<file path="src/rtl/memory_unit.sv">
// Load/store adapter between the core memory port and a classic Wishbone bus.
// Aligns requests onto bus lanes, extends load data, and reports misalignment and bus timeouts.
module memory_unit #(
  parameter int DATA_SIZE      = 32,
  parameter int TIMEOUT_CYCLES = 255
) (
  input  logic                   clock,
  input  logic                   reset,
  input  logic                   rd_en,
  input  logic                   wr_en,
  input  logic [1:0]             size,
  input  logic                   is_unsigned,
  input  logic [DATA_SIZE-1:0]   addr,
  input  logic [DATA_SIZE-1:0]   wr_data,
  output logic [DATA_SIZE-1:0]   rd_data,
  output logic                   busy,
  output logic                   done,
  output logic                   misaligned,
  output logic                   access_fault,
  output logic                   wb_cyc,
  output logic                   wb_stb,
  output logic                   wb_we,
  output logic [DATA_SIZE/8-1:0] wb_sel,
  output logic [DATA_SIZE-1:0]   wb_adr,
  output logic [DATA_SIZE-1:0]   wb_dat_o,
  input  logic [DATA_SIZE-1:0]   wb_dat_i,
  input  logic                   wb_ack
);

  localparam int NB    = DATA_SIZE / 8;
  localparam int OFF_W = $clog2(NB);
  localparam logic [7:0] TIMEOUT_LAST = 8'(TIMEOUT_CYCLES - 1);

  typedef enum logic [1:0] {IDLE, BUS, RESP} state_e;

  state_e state_q, state_d;
  logic [7:0] cnt_q, cnt_d;
  logic       fault_q, fault_d;
  logic       mis_q, mis_d;

  logic                 we_q;
  logic [1:0]           size_q;
  logic                 uns_q;
  logic [OFF_W-1:0]     off_q;
  logic [DATA_SIZE-1:0] adr_q, dat_q, rd_q;
  logic [NB-1:0]        sel_q;

  logic                 accept;
  logic [OFF_W-1:0]     req_off;
  logic                 req_mis;
  logic [7:0]           req_mask;
  logic [NB-1:0]        req_sel;
  logic [DATA_SIZE-1:0] lane_data, load_ext;
  logic                 ext_bit;
  int                   width;

  assign accept  = (state_q == IDLE) && (rd_en || wr_en);
  assign req_off = addr[OFF_W-1:0];

  // Alignment check and lane mask for the incoming request.
  always_comb begin
    // NOTE: every combinational output gets a default first, so no path can infer a latch.
    req_mis  = 1'b0;
    req_mask = 8'h01;
    unique case (size)
      2'b00: req_mask = 8'h01;
      2'b01: begin
        req_mask = 8'h03;
        req_mis  = addr[0];
      end
      2'b10: begin
        req_mask = 8'h0F;
        req_mis  = (addr[1:0] != 2'b00);
      end
      default: begin
        req_mask = 8'hFF;
        req_mis  = (DATA_SIZE == 32) || (addr[2:0] != 3'b000);
      end
    endcase
    req_sel = NB'({8'h00, req_mask} << req_off);
  end

  // Shift the addressed lanes down, then sign- or zero-extend above the access width.
  always_comb begin
    lane_data = wb_dat_i >> {off_q, 3'b000};
    unique case (size_q)
      2'b00:   width = 8;
      2'b01:   width = 16;
      2'b10:   width = 32;
      default: width = 64;
    endcase
    if (width > DATA_SIZE) width = DATA_SIZE;
    ext_bit = ~uns_q & lane_data[width-1];
    load_ext = '0;
    for (int i = 0; i < DATA_SIZE; i++) begin
      load_ext[i] = (i < width) ? lane_data[i] : ext_bit;
    end
  end

  always_ff @(posedge clock or posedge reset) begin
    if (reset) begin
      // NOTE: sequential state uses non-blocking assignments so every register samples pre-edge values.
      state_q <= IDLE;
      cnt_q   <= '0;
      fault_q <= 1'b0;
      mis_q   <= 1'b0;
    end else begin
      state_q <= state_d;
      cnt_q   <= cnt_d;
      fault_q <= fault_d;
      mis_q   <= mis_d;
    end
  end

  // Ack is tested before the timeout, so an ack on the last wait cycle wins.
  always_comb begin
    state_d = state_q;
    cnt_d   = cnt_q;
    fault_d = fault_q;
    mis_d   = mis_q;
    unique case (state_q)
      IDLE: if (rd_en || wr_en) begin
        cnt_d   = '0;
        fault_d = 1'b0;
        mis_d   = req_mis;
        state_d = req_mis ? RESP : BUS;
      end
      BUS: begin
        if (wb_ack) begin
          state_d = RESP;
        end else if (cnt_q == TIMEOUT_LAST) begin
          fault_d = 1'b1;
          state_d = RESP;
        end else begin
          cnt_d = cnt_q + 8'd1;
        end
      end
      RESP:    state_d = IDLE;
      default: state_d = IDLE;
    endcase
  end

  always_ff @(posedge clock or posedge reset) begin
    if (reset) begin
      we_q   <= 1'b0;
      size_q <= '0;
      uns_q  <= 1'b0;
      off_q  <= '0;
      adr_q  <= '0;
      sel_q  <= '0;
      dat_q  <= '0;
      rd_q   <= '0;
    end else if (accept) begin
      we_q   <= wr_en;
      size_q <= size;
      uns_q  <= is_unsigned;
      off_q  <= req_off;
      adr_q  <= {addr[DATA_SIZE-1:OFF_W], {OFF_W{1'b0}}};
      sel_q  <= req_sel;
      dat_q  <= wr_data << {req_off, 3'b000};
    end else if (state_q == BUS && wb_ack && !we_q) begin
      rd_q <= load_ext;
    end
  end

  always_comb begin
    wb_cyc       = (state_q == BUS);
    wb_stb       = wb_cyc;
    wb_we        = wb_cyc & we_q;
    wb_sel       = wb_cyc ? sel_q : '0;
    wb_adr       = wb_cyc ? adr_q : '0;
    wb_dat_o     = wb_cyc ? dat_q : '0;
    busy         = (state_q != IDLE);
    done         = (state_q == RESP);
    misaligned   = done & mis_q;
    access_fault = done & fault_q;
    rd_data      = rd_q;
  end

endmodule
</file>
<file path="config.mk">
export PLATFORM = sky130hd
export DESIGN_NAME = memory_unit
export DESIGN_NICKNAME = d
export VERILOG_FILES = /design/src/rtl/memory_unit.sv
export SDC_FILE = /design/constraint.sdc
export NUM_CORES = 1
export LEC_CHECK = 0
export BUFFER_PORTS_ARGS = -buffer_cell sky130_fd_sc_hd__buf_2
export CAP_MARGIN = 20
export CORE_MARGIN = 2
export CORE_UTILIZATION = 40
export DETAILED_ROUTE_END_ITERATION = 8
export PLACE_DENSITY = 0.66
export SLEW_MARGIN = 20
export SYNTH_ARGS = -nofsm -noshare
export SYNTH_HDL_FRONTEND = slang
export SYNTH_SLANG_ARGS = --single-unit
</file>
<file path="constraint.sdc">
create_clock -name clock -period 4.8 [get_ports clock]
set_clock_uncertainty 0.2 [all_clocks]
set_input_delay 1.2 -clock clock [delete_from_list [all_inputs] [get_ports clock]]
set_output_delay 1.2 -clock clock [all_outputs]
set_load 0.05 [all_outputs]
</file>
==> impl_summary.log, run 1 <==
INFO  metric postCtsResizedCells = 0
INFO  metric cellLeakagePower = approximately 0.0041 uW
INFO  metric clock_pin_slew_worst_setup_and_hold_paths = ~50 ps
INFO  metric area_of_combinational_cells_with_multiple_inputs = around 2900 um^2
INFO  metric grt_max_degree = approximately 120
INFO  metric clock_power_share = around 26%
INFO  metric rsz0062_at_grt = no
INFO  metric timing.max_slew.rel_slack = 30.5%
INFO  metric critPathLaunchType = flop
INFO  metric gp_routability_congestion = ~0.82
INFO  metric drtPass1Iterations = 6
INFO  metric final_setup_violation_count = 0
INFO  metric post-route-drc-count = 0
INFO  metric dp_hpwl = roughly 11 mm
INFO  metric synth.yosys.warnings = 0
INFO  metric drv_slew = 0
INFO  metric die_h = between 100 and 150 um
INFO  metric layout_setup_ws = approximately 1100 ps
INFO  metric synth_cells = 693
INFO  metric finish.utilization = between 50% and 60%
INFO  metric final_nets = approximately 1000
INFO  metric routed_wl = around 16 mm
INFO  metric tns = 0 ps
INFO  metric core_ar = 14600 um^2
INFO  metric layout-drive-gt1-share = roughly 30%
INFO  metric holdBufCountCts = 0
INFO  metric synth_ff_type = sky130_fd_sc_hd__dfrtp_1
INFO  metric ys_seq_elements = 116
INFO  metric critical_path_class = reg -> out
INFO  metric power.switching_fraction = between 40% and 50%
INFO  metric worst-endpoint-arrival = between 2000 and 2500 ps
INFO  metric io-pin-count = 211
INFO  metric ir_worst_vdd = around 0.29 mV
INFO  metric netSwitchingPower = around 2400 uW
INFO  metric asyncSetResetFlopFracSynth = 100%
INFO  metric seq_power_share = 31.7%
INFO  metric grt_overflow_total = 0
INFO  metric placement.setup.worst_slack = around 1500 ps
INFO  metric cts_buffer_depth = 2
INFO  metric achievable-frequency = 269 MHz
INFO  metric die_width = about 130 um
INFO  metric hold_path_startpoint = adr_q[20]$_DFFE_PP0N_
INFO  metric layout_min_cycle_time = 3710 ps
INFO  metric worst_slew_pin_slew = approximately 1000 ps
INFO  metric globalRouteTotalUtil = roughly a fifth
INFO  metric antenna_found_initial = 1
INFO  metric critical_path.max_fanout = 73
INFO  metric grt_first_pass_wirelength = ~27 mm
INFO  metric vias_per_cell = between 5 and 6
INFO  metric number_of_global_route_vias_before_repair = slightly above 5k
INFO  metric area.growth.synth_to_final = 29.8%
INFO  metric synth_cell_types = a little under 50
INFO  metric tritoncts = built
INFO  metric initial_core_util = between 40% and 50%
INFO  metric worstSkewPairLatency = 410 ps
INFO  metric power_per_unit_of_standard_cell_area = between 600 and 700 nW/um^2
INFO  metric synth.cell_area = roughly 6000 um^2
INFO  metric crit_path_end_kind = output pin
INFO  metric seqCellArea = 2900 um^2
INFO  metric synth-seq-area-share = a little under half
INFO  metric crit_path_required_time = 3400 ps
INFO  metric hold_violations = 0
INFO  metric routed-via-count = about 5.4k
INFO  metric die_area = 16100 um^2
INFO  metric hp-class = reg -> reg
INFO  metric combPwrFrac = approximately 43%
INFO  metric status = completed
INFO  metric wl_per_cell = approximately 15 um
INFO  metric clk_root_buffer_cell = sky130_fd_sc_hd__clkbuf_16
INFO  metric antenna_left = 0
INFO  metric row_count = between 40 and 50
INFO  metric crit_path_start = state_q[0]$_DFFE_PP0P_
INFO  metric clkSinkCount = ~120
INFO  metric syn_avg_cell_area = roughly 8.7 um^2
INFO  metric synth_enable_flop_cells = 0
INFO  metric place.port_buffers = approximately 210
INFO  metric tritoncts.num_buffers = 17
INFO  metric period_utilization_post_route = between 70% and 80%
INFO  metric max-cap-violations = 0
INFO  metric drt_initial_violations = between 200 and 300
INFO  metric post_cts_buffers = 0
INFO  metric h-tree-depth = 4
INFO  metric layout.filler_cells = roughly 1.4k
INFO  metric power.internal = around 3000 uW
INFO  metric rr_startpoint = state_q[0]$_DFFE_PP0P_
-- layout by cell type, fill, tap and decap left out, types with 3 or more instances in the layout --
cell                        instances
sky130_fd_sc_hd__nand2_1          211
sky130_fd_sc_hd__o31ai_1            9
sky130_fd_sc_hd__xnor2_1            3
sky130_fd_sc_hd__o211ai_1           9
sky130_fd_sc_hd__a2111oi_0          7
sky130_fd_sc_hd__clkbuf_16         17
sky130_fd_sc_hd__nor2_1            37
sky130_fd_sc_hd__nand3_1            5
sky130_fd_sc_hd__inv_1              4
sky130_fd_sc_hd__buf_2            208
sky130_fd_sc_hd__a22oi_1           18
sky130_fd_sc_hd__mux2i_1           25
sky130_fd_sc_hd__and2_1            69
sky130_fd_sc_hd__ha_1               3
sky130_fd_sc_hd__dfrtp_1          116
sky130_fd_sc_hd__nor2b_1           11
sky130_fd_sc_hd__bufinv_16          5
sky130_fd_sc_hd__a211oi_1          11
sky130_fd_sc_hd__clkbuf_8           3
sky130_fd_sc_hd__a21oi_1           22
sky130_fd_sc_hd__nand2b_1           3
sky130_fd_sc_hd__a21o_1             3
sky130_fd_sc_hd__a31oi_1            3
sky130_fd_sc_hd__nor3_1             9
sky130_fd_sc_hd__o21ai_0           22
sky130_fd_sc_hd__mux2_2            18
-- cell type report --
| class | instances | area share (%) |
|---|---|---|
| flip-flops and latches | 116 | 37.0 |
| diodes | 1 | 0.0319 |
| multi-input cells | 525 | 37.5 |
| clock inverters | 9 | 2.23 |
| clock buffers | 22 | 6.04 |
| repair buffers | 212 | 14.0 |
| inverters | 7 | 0.366 |
| well taps | 184 | 2.93 |
-- cells in the mapped netlist (2+ instances only) --
master / count / share of area, %
sky130_fd_sc_hd__buf_1: 4 / 0.25
sky130_fd_sc_hd__a311oi_1: 2 / 0.29
sky130_fd_sc_hd__or4_1: 2 / 0.25
sky130_fd_sc_hd__ha_1: 3 / 0.62
sky130_fd_sc_hd__o211ai_1: 9 / 1.1
sky130_fd_sc_hd__buf_2: 5 / 0.41
sky130_fd_sc_hd__a21o_1: 3 / 0.37
sky130_fd_sc_hd__nand3_1: 5 / 0.41
sky130_fd_sc_hd__nand2_1: 211 / 13
sky130_fd_sc_hd__inv_1: 5 / 0.31
sky130_fd_sc_hd__dfrtp_1: 116 / 48
sky130_fd_sc_hd__nor2b_1: 11 / 1.1
sky130_fd_sc_hd__a21oi_1: 22 / 1.8
sky130_fd_sc_hd__inv_2: 2 / 0.12
sky130_fd_sc_hd__a211oi_1: 11 / 1.4
sky130_fd_sc_hd__nor2_1: 38 / 2.4
sky130_fd_sc_hd__clkbuf_1: 32 / 2.0
sky130_fd_sc_hd__o21ai_0: 22 / 1.8
sky130_fd_sc_hd__nor3_2: 2 / 0.33
sky130_fd_sc_hd__buf_4: 4 / 0.50
sky130_fd_sc_hd__nand2b_1: 3 / 0.31
sky130_fd_sc_hd__mux2i_1: 25 / 4.1
sky130_fd_sc_hd__nor3_1: 9 / 0.74
sky130_fd_sc_hd__xnor2_1: 3 / 0.43
sky130_fd_sc_hd__o21a_1: 2 / 0.25
sky130_fd_sc_hd__mux2_2: 18 / 3.3
sky130_fd_sc_hd__a31oi_1: 3 / 0.31
sky130_fd_sc_hd__and2_1: 69 / 7.1
sky130_fd_sc_hd__o31ai_1: 9 / 1.1
sky130_fd_sc_hd__a22oi_1: 18 / 2.2
sky130_fd_sc_hd__a2111oi_0: 7 / 1.0
-- power groups by stage --
stage          sequential (uW)  clock, uW  combinational (uW)
5_1_grt                   1780       1460                2510
3_5_place_dp              1720          0                2320
6_report                  1710       1390                2310
4_1_cts                   1720       1410                2330
2_1_floorplan             2000          0                1480
3_3_place_gp              1730          0                2300
-- per-layer routing --
metal	global-route usage, %	vias to the layer above	wire length [um]
met3	5.78	15	1230
met1	28.0	2532	7240
met2	32.9	188	7620
li1	-	2696	-
met5	0	-	0
met4	6.92	0	244
-- worst max-delay path, stage by stage, from the launching register on --
cell,delay [ps]
sky130_fd_sc_hd__dfrtp_1,490
sky130_fd_sc_hd__nand2b_1,160
sky130_fd_sc_hd__inv_2,710
sky130_fd_sc_hd__and2_1,250
sky130_fd_sc_hd__buf_2,270
-- flip-flops by register name (all words and copies together) (netlist names), 2 cells and up --
signal	count
off_q	2
size_q	2
sel_q	4
dat_q	32
rd_data	32
state_q	2
adr_q	30
cnt_q	8
-- stage by stage --
step                std cells  hold slack, ps  area [um^2]  power, uW
finish                   1076             267         7850       5420
global placement         1044             249         7200       4020
CTS                      1075             269         7850       5460
global route             1075             296         7850       5750
floorplan                 694             237         6060       3480
detailed placement       1044             255         7200       4040
-- worst paths after layout --
| path | endpoint | slack (ps) | cells past startpoint |
|---|---|---|---|
| min | adr_q[20]$_DFFE_PP0N_ | 270 | 2 |
| min reg2reg | adr_q[20]$_DFFE_PP0N_ | 270 | 2 |
| max | wb_adr[25] | 1090 | 4 |
| max in group asynchronous | adr_q[7]$_DFFE_PP0N_ | 3160 | 3 |
| max reg2reg | rd_data[13]$_DFFE_PP0P_ | 1960 | 6 |
| min in group asynchronous | adr_q[31]$_DFFE_PP0N_ | 710 | 3 |
-- kinds of logic after synthesis --
group | count (synthesis) | share of synthesized area [%]
AOI/OAI and AO/OA | 116 | 12.9
and+or+nand+nor | 358 | 26.8
xor gates and xnor gates | 3 | 0.434
adders and majority gates | 3 | 0.620
muxes | 43 | 7.48
DFF | 116 | 48.0
other | 1 | 0.0620
buffers and inverters | 53 | 3.76
No activity file was read; power rests on OpenSTA's default activity.
==> run 2: changes to the inputs <==
--- a/config.mk
+++ b/config.mk
@@ -5,6 +5,7 @@
 export SDC_FILE = /design/constraint.sdc
 export NUM_CORES = 1
 export LEC_CHECK = 0
+export ABC_AREA = 1
 export BUFFER_PORTS_ARGS = -buffer_cell sky130_fd_sc_hd__buf_2
 export CAP_MARGIN = 20
 export CORE_MARGIN = 2
==> constraint.sdc (replaced) <==
create_clock -name clock -period 3.6 [get_ports clock]
set_clock_uncertainty 0.2 [all_clocks]
set_input_delay 0.9 -clock clock [delete_from_list [all_inputs] [get_ports clock]]
set_output_delay 0.9 -clock clock [all_outputs]
set_load 0.05 [all_outputs]
==> run 2 against run 1 <==
- synthesized cell count up 17%
- worst setup slack worse by 440 ps
- non-clock buffer count grew 6
- final cell count increased by 11%
- global-route usage increased by 0.55 points
- wire length rose by 3.5%
- final area hardly changed
- sequential cell count is the same
- register-to-register slack got worse by 640 ps
- via count increased by 9.0%
- die area up 1.3%
- clock power up 22%
- critical path type unchanged
- largest power group unchanged
==> impl_summary.log, run 2 <==
INFO  metric critPathLaunchType = flop
INFO  metric routed_wl = between 15 and 20 mm
INFO  metric syn_avg_cell_area = ~7.6 um^2
INFO  metric wl_per_cell = approximately 14 um
INFO  metric io-pin-count = roughly 210
INFO  metric power_per_unit_of_standard_cell_area = slightly below 1000 nW/um^2
INFO  metric combPwrFrac = 49.3%
INFO  metric vias_per_cell = between 4 and 5
INFO  metric antenna_found_initial = 0
INFO  metric period_utilization_post_route = about 82%
INFO  metric ys_top_cells_by_area = sky130_fd_sc_hd__dfrtp_1 (47%), sky130_fd_sc_hd__nand2_1 (10%), sky130_fd_sc_hd__nor2_1 (8.4%), sky130_fd_sc_hd__inv_1 (6.0%), sky130_fd_sc_hd__o21ai_0 (6.0%)
INFO  metric critical_path_class = reg -> out
INFO  metric finish.utilization = between 50% and 60%
INFO  metric crit_path_required_time = ~2500 ps
INFO  metric synth.cell_area = approximately 6000 um^2
INFO  metric tritoncts = built
INFO  metric status = completed
INFO  metric cts_buffer_depth = 2
INFO  metric synth-seq-area-share = around 47%
INFO  metric rr_startpoint = off_q[0]$_DFFE_PP0N_
INFO  metric rsz0062_at_grt = no
INFO  metric layout-drive-gt1-share = between 20% and 30%
INFO  metric layout_min_cycle_time = between 2000 and 3000 ps
INFO  metric clkSinkCount = 116
INFO  metric cellLeakagePower = 0.00416 uW
INFO  metric timing.max_slew.rel_slack = 31.8%
INFO  metric synth_cell_types = 39
INFO  metric hold_path_startpoint = fault_q$_DFFE_PP0P_
INFO  metric postCtsResizedCells = 0
INFO  metric post_cts_buffers = 0
INFO  metric h-tree-depth = 4
INFO  metric worst-endpoint-arrival = ~1900 ps
INFO  metric clock_pin_slew_worst_setup_and_hold_paths = approximately 50 ps
INFO  metric synth.cells.most_frequent = sky130_fd_sc_hd__nand2_1 (166), sky130_fd_sc_hd__nor2_1 (138), sky130_fd_sc_hd__dfrtp_1 (116), sky130_fd_sc_hd__inv_1 (98), sky130_fd_sc_hd__o21ai_0 (73)
INFO  metric initial_core_util = approximately two fifths
INFO  metric tns = 0 ps
INFO  metric hold_violations = 0
INFO  metric die_area = ~16000 um^2
INFO  metric number_of_global_route_vias_before_repair = 5524
INFO  metric layout_common_cells = sky130_fd_sc_hd__buf_2 (208), sky130_fd_sc_hd__nand2_1 (166), sky130_fd_sc_hd__nor2_1 (138)
INFO  metric final_nets = ~1.1k
INFO  metric ys_seq_elements = around 120
INFO  metric power.internal = 3910 uW
INFO  metric place.port_buffers = 208
INFO  metric drtPass1Iterations = 5
INFO  metric max-cap-violations = 0
INFO  metric worst_slew_pin_slew = between 1000 and 1500 ps
INFO  metric core_ar = 15100 um^2
INFO  metric n_antenna_cell = 0
INFO  metric die_h = 128 um
INFO  metric netSwitchingPower = between 3000 and 4000 uW
INFO  metric synth.yosys.warnings = 0
INFO  metric row_count = 45
INFO  metric most_common_library_cell_in_the_layout_ignoring_fill_and_taps = sky130_fd_sc_hd__buf_2
INFO  metric reg2regPathDepth = 8
INFO  metric synth_most_common_cell = sky130_fd_sc_hd__nand2_1
INFO  metric grt_first_pass_wirelength = 27.6 mm
INFO  metric area.growth.synth_to_final = 28.2%
INFO  metric dp_hpwl = roughly 12 mm
INFO  metric antenna_left = 0
INFO  metric holdBufCountCts = 0
INFO  metric asyncSetResetFlopFracSynth = between 90% and 100%
INFO  metric globalRouteTotalUtil = between 20% and 30%
INFO  metric synth_enable_flop_cells = 0
INFO  metric drv_slew = 0
INFO  metric synth_cells = just over 800
INFO  metric post-route-drc-count = 0
INFO  metric post-synth-top-area-cell = sky130_fd_sc_hd__dfrtp_1
INFO  metric clock_power_share = between 20 and 25%
INFO  metric grt_overflow_total = 0
INFO  metric synth_ff_type = sky130_fd_sc_hd__dfrtp_1
INFO  metric seq_power_share = about 28%
INFO  metric crit_path_end_kind = output pin
INFO  metric post_dp_cell_area = a little over 7000 um^2
INFO  metric drt_initial_violations = 430
INFO  metric crit_path_start = state_q[0]$_DFFE_PP0P_
INFO  metric final_setup_violation_count = 0
INFO  metric tritoncts.num_buffers = 17
INFO  metric grt_max_degree = between 100 and 150
INFO  metric ir_worst_vdd = about 0.44 mV
INFO  metric critical_path.max_fanout = 50
INFO  metric clk_root_buffer_cell = sky130_fd_sc_hd__clkbuf_16
INFO  metric achievable-frequency = between 300 and 400 MHz
INFO  metric die_width = ~130 um
INFO  metric power.switching_fraction = 48.8%
INFO  metric hp-class = reg -> reg
INFO  metric final_area = ~7900 um^2
INFO  metric yosys.area.top_type_share = about 47%
INFO  metric routed-via-count = between 5k and 6k
INFO  metric gp_routability_congestion = 0.823
INFO  metric hold_path_depth = 2
INFO  metric worstSkewPairLatency = approximately 410 ps
==> run 2: worst paths after layout <==
| check | end | slack, ps |
|---|---|---|
| max | wb_adr[28] | 640 |
| min | fault_q$_DFFE_PP0P_ | 280 |
| max reg2reg | rd_data[29]$_DFFE_PP0P_ | 1320 |
| min reg2reg | fault_q$_DFFE_PP0P_ | 280 |
| max in group asynchronous | adr_q[12]$_DFFE_PP0N_ | 2270 |
| min in group asynchronous | cnt_q[5]$_DFFE_PP0P_ | 450 |
==> run 2: kinds of logic after synthesis <==
kind of cell               share of synthesized area, %
adders and majority gates                         0.612
buffers and inverters                              10.8
muxes                                             0.653
DFF                                                47.3
other                                            0.0612
AOI/OAI and AO/OA                                  16.3
and+or+nand+nor                                    24.3
==> run 2: final cells by class <==
cell class	count	area, um^2
Tap cell	188	235
Sequential cell	116	2900
Inverter	108	409
Multi-Input combinational cell	537	2570
Fill cell	1490	7230
Clock buffer	24	502
Clock inverter	8	97.6
Timing Repair Buffer	218	1140
==> run 2: power groups by stage <==
stage	Clock, uW	Combinational [uW]	Sequential, uW
floorplan	0	2390	2730
global placement	0	3760	2170
detailed placement	0	3790	2190
CTS	1740	3800	2170
global route	1800	4140	2250
finish	1700	3770	2170
==> run 2: critical path: stages, from the launching register on <==
cell,delay (ps)
sky130_fd_sc_hd__dfrtp_1,390
sky130_fd_sc_hd__inv_2,90
sky130_fd_sc_hd__nor2_2,50
sky130_fd_sc_hd__inv_2,320
sky130_fd_sc_hd__buf_12,270
sky130_fd_sc_hd__nor2_1,70
sky130_fd_sc_hd__buf_2,210
==> run 2: stage by stage <==
step / setup slack (ps) / cells / hold WS (ps) / power (uW)
after floorplan: 996 / 809 / 246 / 5120
after global placement: 1090 / 1167 / 265 / 5930
after detailed placement: 1080 / 1167 / 273 / 5970
after CTS: 616 / 1199 / 287 / 7710
after global routing: 497 / 1199 / 308 / 8190
final: 642 / 1199 / 280 / 7640
==> run 2: layer usage <==
layer  track usage (%)  vias to the layer above  share of wire (%)
li1                  -                     2948                  -
met1              29.4                     2723                 46
met2              32.9                      222                 45
met3              6.14                       25                7.9
met4              6.92                        0                1.6
met5                 0                        -                  0
==> run 3: changes to the inputs <==
--- a/config.mk
+++ b/config.mk
@@ -11,7 +11,7 @@
 export CORE_MARGIN = 2
 export CORE_UTILIZATION = 40
 export DETAILED_ROUTE_END_ITERATION = 8
-export PLACE_DENSITY = 0.66
+export PLACE_DENSITY = 0.69
 export SLEW_MARGIN = 20
 export SYNTH_ARGS = -nofsm -noshare
 export SYNTH_HDL_FRONTEND = slang
==> constraint.sdc (replaced) <==
create_clock -name clock -period 2.5 [get_ports clock]
set_clock_uncertainty 0.2 [all_clocks]
set_input_delay 0.625 -clock clock [delete_from_list [all_inputs] [get_ports clock]]
set_output_delay 0.625 -clock clock [all_outputs]
set_load 0.05 [all_outputs]
==> run 3 against run 2 <==
- clock-buffer cell count unchanged
- register-to-register slack worse by 960 ps
- critical path depth stayed put
- global-route usage rose by 0.25 points
- core utilization increased by 2.4 points
- power grew 50%
- critical path type unchanged
- largest power group unchanged
- highest routed layer unchanged
- wire length is 2.9% higher
- non-clock buffer count increased by 7
- sequential cell count unchanged
- worst setup slack got worse by 610 ps
- worst hold slack worse by 240 ps
- sequential power grew 44%
==> impl_summary.log, run 3 (synthesis gave the netlist of run 2 again) <==
INFO  metric status = completed
INFO  metric layout.filler_cells = ~1.5k
INFO  metric core_ar = ~15000 um^2
INFO  metric area.growth.synth_to_final = 34.1%
INFO  metric dp_hpwl = 12.3 mm
INFO  metric cp_cell_sequence = inv_2 > nor2_4 > inv_6 > buf_12 > nor2_1 > buf_4
INFO  metric antenna_found_initial = 0
INFO  metric hold_violations = 0
INFO  metric max-cap-violations = 0
INFO  metric ir_worst_vdd = approximately 0.65 mV
INFO  metric globalRouteTotalUtil = 21.7%
INFO  metric final_setup_violation_count = 0
INFO  metric layout_min_cycle_time = 2460 ps
INFO  metric most_common_library_cell_in_the_layout_ignoring_fill_and_taps = sky130_fd_sc_hd__nand2_1
INFO  metric layout_common_cells = sky130_fd_sc_hd__nand2_1 (166), sky130_fd_sc_hd__buf_2 (158), sky130_fd_sc_hd__nor2_1 (131)
INFO  metric layout-drive-gt1-share = 30.2%
INFO  metric critical_path.max_fanout = 27
INFO  metric holdBufCountCts = 0
INFO  metric seq_power_share = a little over a quarter
INFO  metric io-pin-count = 211
INFO  metric initial_core_util = approximately 41%
INFO  metric hp-class = in -> async
INFO  metric clock_power_share = 23.1%
INFO  metric number_of_global_route_vias_before_repair = 5622
INFO  metric final_nets = about 1.1k
INFO  metric cts_buffer_depth = 2
INFO  metric h-tree-depth = 4
INFO  metric final_area = about 8200 um^2
INFO  metric period_utilization_post_route = 98.5%
INFO  metric worst_slew_pin_slew = ~1000 ps
INFO  metric achievable-frequency = approximately 400 MHz
INFO  metric tns = 0 ps
INFO  metric drtPass1Iterations = 5
INFO  metric antenna_left = 0
INFO  metric post-route-drc-count = 0
INFO  metric post-layout-total-power = 11500 uW
INFO  metric post_dp_cell_area = 7380 um^2
INFO  metric die_h = around 130 um
INFO  metric vias_per_cell = roughly 5
INFO  metric drt_initial_violations = around 350
INFO  metric power.internal = 6020 uW
INFO  metric clock_pin_slew_worst_setup_and_hold_paths = approximately 50 ps
INFO  metric routed-via-count = approximately 6k
INFO  metric tritoncts.num_buffers = 17
INFO  metric power_per_unit_of_standard_cell_area = roughly 1400 nW/um^2
INFO  metric dpl.cell_count = around 1.2k
INFO  metric netSwitchingPower = approximately 5500 uW
INFO  metric n_antenna_cell = 0
INFO  metric row_count = 45
INFO  metric slowest_delay = around 380 ps
INFO  metric power.switching_fraction = roughly 48%
INFO  metric critical_path_s_slowest_cell = sky130_fd_sc_hd__dfrtp_1
INFO  metric drv_slew = 0
INFO  metric combPwrFrac = between 40% and 50%
INFO  metric worst-endpoint-arrival = between 1500 and 2000 ps
INFO  metric crit_path_end_kind = output pin
INFO  metric wl_per_cell = between 10 and 15 um
INFO  metric reg2regPathDepth = 8
INFO  metric clk_root_buffer_cell = sky130_fd_sc_hd__clkbuf_16
INFO  metric critical_path_class = reg -> out
INFO  metric worstSkewPairLatency = ~410 ps
INFO  metric gp_routability_congestion = about 0.85
INFO  metric routed_wl = ~17 mm
INFO  metric grt_first_pass_wirelength = between 20 and 30 mm
INFO  metric number_of_standard_cells_in_the_layout_taps_in_and_fillers_out = around 1.2k
INFO  metric tritoncts = built
INFO  metric timing.max_slew.rel_slack = between 30% and 40%
INFO  metric clkSinkCount = 116
INFO  metric critPathLaunchType = flop
INFO  metric place.port_buffers = approximately 210
INFO  metric grt_max_degree = 87
INFO  metric crit_path_required_time = between 1500 and 2000 ps
INFO  metric grt_overflow_total = 0
INFO  metric cellLeakagePower = between 0.004 and 0.005 uW
INFO  metric rsz0062_at_grt = yes
INFO  metric die_width = 128 um
INFO  metric die_area = between 15000 and 20000 um^2
[run 3: cell count changes in the layout (fill, tap and decap cells not counted), moves of 2 or more]
| cell | change |
|---|---|
| sky130_fd_sc_hd__buf_12 | +5 |
| sky130_fd_sc_hd__buf_2 | -50 |
| sky130_fd_sc_hd__buf_4 | +38 |
| sky130_fd_sc_hd__buf_6 | +13 |
| sky130_fd_sc_hd__bufinv_16 | +2 |
| sky130_fd_sc_hd__nor2_1 | -7 |
| sky130_fd_sc_hd__nor2_2 | +6 |
[run 3: layer usage]
metal	routed length, um	part of all wire [%]	vias up	track usage [%]
met5	0	0	-	0
li1	-	-	2963	-
met3	1310	7.5	30	5.38
met4	396	2.3	0	8.40
met1	7750	45	2775	29.3
met2	7930	46	253	33.7
[run 3: cell type report]
| cell class | instances | area (um^2) | share of cell area, % |
|---|---|---|---|
| multi-input combinational | 537 | 2590 | 31.6 |
| clock inverter | 8 | 145 | 1.76 |
| clock buffer | 24 | 502 | 6.10 |
| inverter | 108 | 414 | 5.04 |
| timing repair buffer | 225 | 1430 | 17.4 |
| tap | 188 | 235 | 2.86 |
| sequential | 116 | 2900 | 35.3 |
[run 3: worst paths after layout]
path                                              from                      end  slack, ps
worst max register to register    off_q[0]$_DFFE_PP0N_  rd_data[29]$_DFFE_PP0P_        360
min in group clock                            addr[22]    adr_q[22]$_DFFE_PP0N_        210
max in group asynchronous                        reset    adr_q[19]$_DFFE_PP0N_       1480
worst max-delay path            state_q[0]$_DFFE_PP0P_                wb_sel[1]         40
worst min-delay path                             reset     cnt_q[5]$_DFFE_PP0P_         40
worst min register to register     fault_q$_DFFE_PP0P_      fault_q$_DFFE_PP0P_        280
[run 3: stage by stage]
stage               setup slack (ps)  utilization, %  hold WS (ps)
global route                   -60.2            54.5          63.5
floorplan                        171               -           246
detailed placement               266            48.9           274
CTS                             7.06            53.7          44.6
global placement                 302            48.9           262
finish                          36.9            54.5          43.7
[run 3: repair_timing]
item / in CTS / in global routing
gates cloned: 0 / 0
gates resized for setup: 27 / 67
setup buffers: 0 / 0
endpoints found under the setup margin: 53 / 47
pin swaps: 0 / 0
[run 3: power by group through the flow]
stage	Combinational (uW)	Clock (uW)	Sequential, uW
4_1_cts	5620	2700	3130
3_5_place_dp	5540	0	3150
3_3_place_gp	5480	0	3120
5_1_grt	6230	2770	3230
2_1_floorplan	3440	0	3930
6_report	5690	2650	3130
[run 3: worst max-delay path: cells and delay by family (launching register included)]
kind | cells | cell delay (ps)
buf+inv | 4 | 580
flops | 1 | 380
simple gates | 2 | 250
